### src/rtl/wb_arbiter_pkg.sv
// Shared constants for the write-back arbiter: register-file geometry and requester indices.
package wb_arbiter_pkg;

   localparam int REG_ADDR_W = 5;
   localparam int XLEN       = 32;
   localparam int NUM_REGS   = 32;

   localparam int REQ_ALU = 0;
   localparam int REQ_LSU = 1;
   localparam int REQ_MDU = 2;

   localparam int PTR_W = 2;

endpackage

### src/rtl/wb_arbiter_rr_arbiter.sv
// One-hot grant arbiter for write-back requesters.
// WB_RR_EN defined: round-robin with a 2-bit pointer; undefined: fixed priority, lowest index wins.
module rr_arbiter
   import wb_arbiter_pkg::*;
#(
   parameter int NREQ = 3
) (
`ifdef WB_RR_EN
   input  logic            clk,
   input  logic            res,
`endif
   input  logic [NREQ-1:0] req,
   output logic [NREQ-1:0] gnt
);

   logic found;

`ifdef WB_RR_EN
   logic [PTR_W-1:0] ptr;
   logic [PTR_W-1:0] ptr_nxt;
   int               idx;

   // Search starts at the pointer; the pointer only moves when something is granted.
   always_comb begin
      gnt     = '0;
      found   = 1'b0;
      idx     = 0;
      ptr_nxt = ptr;
      for (int k = 0; k < NREQ; k++) begin
         idx = (int'(ptr) + k) % NREQ;
         if (!found && req[idx]) begin
            found    = 1'b1;
            gnt[idx] = 1'b1;
            ptr_nxt  = PTR_W'((idx + 1) % NREQ);
         end
      end
   end

   always_ff @(posedge clk or negedge res) begin
      if (!res) ptr <= '0;
      else      ptr <= ptr_nxt;
   end
`else
   always_comb begin
      gnt   = '0;
      found = 1'b0;
      for (int k = 0; k < NREQ; k++) begin
         if (!found && req[k]) begin
            found  = 1'b1;
            gnt[k] = 1'b1;
         end
      end
   end
`endif

endmodule

### src/rtl/wb_arbiter.sv
// Write-back arbiter: picks one requester per cycle, registers it onto the register-file
// write port and tracks pending destinations in a scoreboard. WB_RR_EN selects round-robin.
module wb_arbiter
   import wb_arbiter_pkg::*;
#(
   parameter int NREQ = 3
) (
   input  logic                       clk,
   input  logic                       res,
   input  logic [NREQ-1:0]            req_valid,
   output logic [NREQ-1:0]            req_ready,
   input  logic [REG_ADDR_W*NREQ-1:0] req_rd,
   input  logic [XLEN*NREQ-1:0]       req_data,
   input  logic                       iss_valid,
   input  logic [REG_ADDR_W-1:0]      iss_rd,
   input  logic [REG_ADDR_W-1:0]      rs1,
   input  logic [REG_ADDR_W-1:0]      rs2,
   output logic                       stall,
   output logic [REG_ADDR_W-1:0]      wr_addr,
   output logic [XLEN-1:0]            wr_data,
   output logic [NUM_REGS-1:0]        sb_busy
);

   logic [NREQ-1:0]       gnt;
   logic                  xfer;
   logic [REG_ADDR_W-1:0] sel_rd;
   logic [XLEN-1:0]       sel_data;
   logic [NUM_REGS-1:0]   sb_next;

   rr_arbiter #(.NREQ(NREQ)) u_arb (
`ifdef WB_RR_EN
      .clk (clk),
      .res (res),
`endif
      .req (req_valid),
      .gnt (gnt)
   );

   // Gate with reset so ready is low while the block is held in reset.
   assign req_ready = gnt & {NREQ{res}};
   assign xfer      = |req_ready;

   always_comb begin
      sel_rd   = '0;
      sel_data = '0;
      for (int i = 0; i < NREQ; i++) begin
         if (req_ready[i]) begin
            sel_rd   = sel_rd   | req_rd[i*REG_ADDR_W +: REG_ADDR_W];
            sel_data = sel_data | req_data[i*XLEN +: XLEN];
         end
      end
   end

   // Set is applied after clear so a same-cycle issue to the same rd keeps it pending.
   always_comb begin
      sb_next = sb_busy;
      if (xfer && (sel_rd != '0))        sb_next[sel_rd] = 1'b0;
      if (iss_valid && (iss_rd != '0))   sb_next[iss_rd] = 1'b1;
      sb_next[0] = 1'b0;
   end

   always_ff @(posedge clk or negedge res) begin
      if (!res) begin
         wr_addr <= '0;
         wr_data <= '0;
         sb_busy <= '0;
      end else begin
         sb_busy <= sb_next;
         if (xfer) begin
            wr_addr <= sel_rd;
            wr_data <= sel_data;
         end else begin
            wr_addr <= '0;
         end
      end
   end

   // wr_addr compare covers the write still sitting in the output register.
   assign stall = ((rs1 != '0) && (sb_busy[rs1] || (wr_addr == rs1))) ||
                  ((rs2 != '0) && (sb_busy[rs2] || (wr_addr == rs2)));

endmodule

### config.mk
export PLATFORM = sky130hd
export DESIGN_NAME = wb_arbiter
export DESIGN_NICKNAME = d
export VERILOG_FILES = /design/src/rtl/wb_arbiter_pkg.sv /design/src/rtl/wb_arbiter_rr_arbiter.sv /design/src/rtl/wb_arbiter.sv
export SDC_FILE = /design/constraint.sdc
export NUM_CORES = 1
export LEC_CHECK = 0
export CAP_MARGIN = 10
export CORE_MARGIN = 1
export CORE_UTILIZATION = 35
export DETAILED_ROUTE_END_ITERATION = 10
export PLACE_DENSITY = 0.73
export SLEW_MARGIN = 20
export SYNTH_ARGS = -nofsm -noshare
export SYNTH_HDL_FRONTEND = slang
export SYNTH_SLANG_ARGS = --single-unit
### constraint.sdc
create_clock -name clk -period 2.5 [get_ports clk]
set_input_delay 0.5 -clock clk [delete_from_list [all_inputs] [get_ports clk]]
set_output_delay 0.5 -clock clk [all_outputs]
set_load 0.005 [all_outputs]
# Word level (Yosys, flattened, before mapping)
# Index checks and enable logic that the tools add are counted.
# Widths: inputs -> output; s select.
# word_totals
output_inout_bits,73
elab_cells,58
input_bits,132
ff_bits,68
# classes
mux,21
n_reduce_logical,18
n_eq_ne,2
bitwise_logic,8
magnitude_cmp,6
# op_table
cell,n
$mux 32,5
$or 32x32->32,3
$and 32x32->32,1
$not 32->32,1
$lt 5x6->1 const B,4
$mux 5,4
$reduce_bool 5->1,4
$bmux 1 s5,2
$demux 1 s5,2
$eq 5x5->1,2
$ge 5x1->1 const B,2
$or 5x5->5,2
$logic_and 1x1->1,8
$mux 1,8
$and 3x3->3,1
$logic_or 1x1->1,3
$reduce_or 3->1,1
$logic_not 1->1,2

# Logic depth before layout (Yosys ltp)
# depth
word_depth,22
ltp_mapped,7
ltp_nobuf,6

# Cells and area by module
# A second synthesis with hierarchy kept.
# unflattened
cells_unflattened,399
area_unflattened_um2,3870.0
# modules_own_cells
mod,cells_per_inst,seq_area_each_um2,area_each_um2,n_inst
wb_arbiter,396,1701.6,3843.7,1
rr_arbiter,3,0.0,26.3,1

# Worst setup path after synthesis
# OpenSTA, ideal clock, no wires.
# synth_path
kind,input -> output
from,input port rs2[0]
to,output port stall
n_path_buf,1
path_slack_ns,0.281
cell_stages,5
required_ns,2.000
arrival_time_ns,1.719
cell_sequence,buf_2 mux4_2 a31oi_1 o2111ai_1 a22o_1
# synth_via
elab_chain_len,5
word_cells_on_any_way,7
# synth_lines
item,line,source
start: declaration,wb_arbiter.sv:17,"input logic [REG_ADDR_W-1:0] rs2,"
$bmux 1 s5,wb_arbiter.sv:80,((rs2 != '0) && (sb_busy[rs2] || (wr_addr == rs2)));
$mux 1 (not written as such),wb_arbiter.sv:80,
$logic_or 1x1->1,wb_arbiter.sv:80,
$logic_and 1x1->1 (*),wb_arbiter.sv:80,
$logic_or 1x1->1 (*),wb_arbiter.sv:79,assign stall = ((rs1 != '0) && (sb_busy[rs1] || (wr_addr == rs1))) ||
end: declaration,wb_arbiter.sv:18,"output logic stall,"
# Mark *: on every way between the ends. The rest lies on a longest branch, timed or not. The select of a mux whose other input is x is not followed.

# Worst setup path in the final report
# layout_path
from,register sb_busy[14]
to,output port stall
# layout_via
elab_chain_len,5
word_cells_on_any_way,9
# layout_lines
item,line,source
start: declaration,wb_arbiter.sv:21,output logic [NUM_REGS-1:0] sb_busy
start signal: assignment,wb_arbiter.sv:68,sb_busy <= sb_next;
$bmux 1 s5 (on tied branches),"wb_arbiter.sv:79, wb_arbiter.sv:80",
$mux 1 (on tied branches),"wb_arbiter.sv:79, wb_arbiter.sv:80",
$logic_or 1x1->1 (on tied branches),"wb_arbiter.sv:79, wb_arbiter.sv:80",
$logic_and 1x1->1 (on tied branches),"wb_arbiter.sv:79, wb_arbiter.sv:80",
$logic_or 1x1->1 (*),wb_arbiter.sv:79,
# Marks and branches as above.

==> run_results.csv <==
group,metric,value,unit
worst_setup_path,required,2000,ps
global_routing,use_met1,28.10,%
route,wl_per_cell,18.15,um
outcome,status,"complete, but fails checks",
worst_setup_path,crit_arrival,2020,ps
timing,slew_headroom,45.49,%
timing,fin_skew,0,ps
worst_setup_path,rr_worst_depth,4,
global_routing,grt.busiest_layer,"met2",
clock_network,cts_buffer_depth,2,
worst_setup_path,endpoint_kind,"primary output",
global_routing,antenna_found_initial,0,
global_routing,grt_pass1_vias,4300,
timing,rsz0062_at_grt,"yes",
placement,dpl.hpwl,11150,um
placement,dp.cells,744,
global_routing,grt_overflow,0,
clock_network,cts_root_buf,"clkbuf_8",
finish,syn_to_final_growth,74.44,%
pwr,p_leak,2.748,nW
worst_setup_path,crit_end,"stall",
synth,syn-num-nets,511,
timing,drv_slew,0,
timing,period_needed,2521,ps
pwr,internal_power,3.047,mW
worst_setup_path,critPathLaunchType,"flip-flop",
route,drt_iter0_markers,360,
clock_network,cts.sinks,68,
pwr,switching_share,27.92,%
placement,post-place-ws,-702.9,ps
synth,synth_seq_area_share,44.46,%
synth,synth_cell_types,51,
route,drc,0,
finish,antenna_cells,0,
route,vias,4238,
job,maxCapViolations,0,
worst_setup_path,cp_cell_sequence,"mux4_2 > mux2_4 > nand2_2 > o2111ai_2 > a22o_1 > buf_2",
pwr,p_clk_share,28.1,%
worst_setup_path,path_class,"reg2out",
pwr,p_sw,1.180,mW
die,die_height,106.6,um
clock_network,cts_made_buffers,9,
synth,ys_warn_count,0,
global_routing,grt_pass1_wl,21530,um
timing,max_freq,396.7,MHz
clock_network,clk_pin_slew,80,ps
die,die_w,106.6,um
finish,fillCellCount,889,
global_routing,met3_usage,5.836,%
worst_setup_path,timing.rr.start,"sb_busy[12]$_DFF_PN0_",
synth,syn_area,3827,um^2
route,ant_nets,0,
finish,finalNetCount,755,
worst_setup_path,startpoint,"sb_busy[14]$_DFF_PN0_",
finish,finalNonFillerCells,764,
timing,worst_slew_pin_slew,813.3,ps
synth,synthCells,379,
timing,tns,-21.09,ps
pwr,power_frac_comb,36.8,%
timing,setup_slack,-21.09,ps
timing,fin_crit_sh,100.8,%
die,rows,37,
placement,placed_cell_area,6350,um^2
finish,finalInstanceArea,6676,um^2
synth,ys_seq_elements,68,
die,dieArea,11360,um^2
worst_setup_path,reg2reg_slack,1500,ps
min_path,worstHoldPathType,"in2async",
worst_setup_path,critPathSlowestCell,"mux4_2",
die,core-area,10460,um^2
clock_network,tritoncts,"done",
global_routing,grt_max_degree,41,
clock_network,cts_max_level,3,
timing,hold_viol,0,
global_routing,grt_usage,24.49,%
clock_network,worstSkewPairLatency,340,ps
timing,hold_ws,20.71,ps
placement,place_congestion,0.8990,
die,start_util,36.58,%
synth,syn_area_per_cell,10.10,um^2
synth,synth-async-reset-ratio,100.0,%
worst_setup_path,r2r_end,"sb_busy[12]$_DFF_PN0_",
synth,synth_edf_count,0,
pwr,seqPwrFrac,35.1,%
global_routing,met2_usage,44.56,%
pwr,ir_worst_vdd,0.3517,mV
route,viasPerCell,5.547,
pwr,power_density,633.1,nW/um^2
worst_setup_path,crit_path_max_fanout,3,
route,drt_first_pass_iters,9,
placement,port_buffers,203,
route,wl,13870,um
outcome,violations,"setup timing",
timing,finalSetupViolCount,1,
synth,synthFlopType,"dfrtp_1",
die,io_pins,205,
worst_setup_path,slowest_delay,480,ps
finish,drive_gt1_share,18.31,%
## cell usage after synthesis, types with 2 or more instances
master,number,area share [%]
mux2_2,3,0.88
nand2b_1,2,0.33
a221oi_2,2,0.78
nor2_1,24,2.4
and3_1,5,0.82
a222oi_1,32,8.4
or3_1,2,0.33
o211ai_1,2,0.39
o2111ai_1,2,0.46
buf_4,2,0.39
nand2_1,34,3.3
nand3b_1,8,1.6
o31ai_1,2,0.39
o21ai_0,43,5.6
nor3_1,4,0.52
clkbuf_1,8,0.78
buf_1,4,0.39
inv_1,3,0.29
nand3_1,11,1.4
xor2_1,8,1.8
inv_2,3,0.29
o21ai_1,18,2.4
dfrtp_1,68,44
a31oi_1,2,0.33
nand3_2,3,0.78
nand2_2,4,0.65
a211oi_1,2,0.39
mux4_2,10,5.9
a221oi_4,3,2.1
xnor2_1,2,0.46
a21oi_1,21,2.7
nor2b_1,3,0.49
mux2i_1,9,2.4
buf_2,13,1.7
## kinds of logic (layout without fill, tap and decap cells)
| logic type | count (synthesis) | in the layout | share of synthesized area (%) |
|---|---|---|---|
| flip-flops | 68 | 68 | 44.46 |
| AO/OA/AOI/OAI | 135 | 135 | 25.24 |
| other | 1 | 1 | 0.09798 |
| AND/OR/NAND/NOR | 108 | 108 | 14.51 |
| multiplexers | 22 | 22 | 9.121 |
| buffers and inverters | 35 | 284 | 4.282 |
| XOR/XNOR | 10 | 10 | 2.288 |
## flip-flops by register name (all words and copies together), names as in the netlist
register,count
wr_data,32
wr_addr,5
sb_busy,31
## power groups by stage
stage / Clock [mW] / Sequential (mW) / Combinational, mW
2_1_floorplan: 0 / 1.50 / 0.469
3_3_place_gp: 0 / 1.49 / 1.49
3_5_place_dp: 0 / 1.50 / 1.53
4_1_cts: 1.20 / 1.48 / 1.53
5_1_grt: 1.26 / 1.50 / 1.67
6_report: 1.19 / 1.48 / 1.56
## final cells by class
| type | instances | area, um^2 | share of cell area, % |
|---|---|---|---|
| clock buffer | 10 | 127.6 | 1.912 |
| clock inverter | 6 | 136.4 | 2.043 |
| inverter | 6 | 22.52 | 0.3373 |
| multi-input combinational | 276 | 1987 | 29.76 |
| sequential | 68 | 1702 | 25.49 |
| tap | 136 | 170.2 | 2.549 |
| timing repair buffer | 262 | 2531 | 37.91 |
## cells in the final DEF (no fill, tap or decap), types with 4 or more instances in the layout
cell / instances
mux2i_1: 9
buf_12: 5
o21ai_1: 18
clkdlybuf4s50_1: 192
nand3b_1: 8
nor2_1: 24
clkbuf_8: 9
o21ai_0: 43
nand3_1: 11
dlygate4sd2_1: 6
a21oi_1: 21
dfrtp_1: 68
mux4_2: 10
xor2_1: 8
a222oi_1: 32
nand2_1: 33
and3_1: 5
bufinv_16: 4
buf_4: 52
nand2_2: 5
## per-layer routing
metal  up-vias  part of all wire [%]
li1       1960                     -
met1      2023                    37
met2       237                    53
met3        18                   8.4
met4         0                   1.5
met5         -                     0
## repair_timing
action                                  CTS  global route
endpoints found under the setup margin    3             1
buffers inserted                          1             3
pin swaps                                 4             2
gates resized for setup                  23             5
hold buffers                              0             0
## worst min path at each step
stage,start,endpoint,slack (ps),depth (start not counted)
final,res,wr_data[28]$_DFFE_PN0P_,20,1
after global routing,res,wr_data[28]$_DFFE_PN0P_,3,1
after CTS,res,wr_data[28]$_DFFE_PN0P_,9,1
after detailed placement,res,wr_data[28]$_DFFE_PN0P_,380,1
after global placement,res,wr_data[28]$_DFFE_PN0P_,370,1
after floorplan,res,sb_busy[10]$_DFF_PN0_,200,0
## worst max-delay path, delay by kind of cell (launching register included)
family,cells,cell delay (ps)
DFF,1,420
muxes,2,780
buffers and inverters,1,120
AOI/OAI and AO/OA,2,300
and+or+nand+nor,1,60
## metrics by stage
| stage | total power, mW | utilization, % |
|---|---|---|
| 6_report | 4.227 | 63.81 |
| 2_1_floorplan | 1.967 | - |
| 3_5_place_dp | 3.028 | 60.69 |
| 4_1_cts | 4.218 | 63.50 |
| 3_3_place_gp | 2.987 | 60.69 |
| 5_1_grt | 4.437 | 63.81 |
Power figures use the tool's default switching activity.
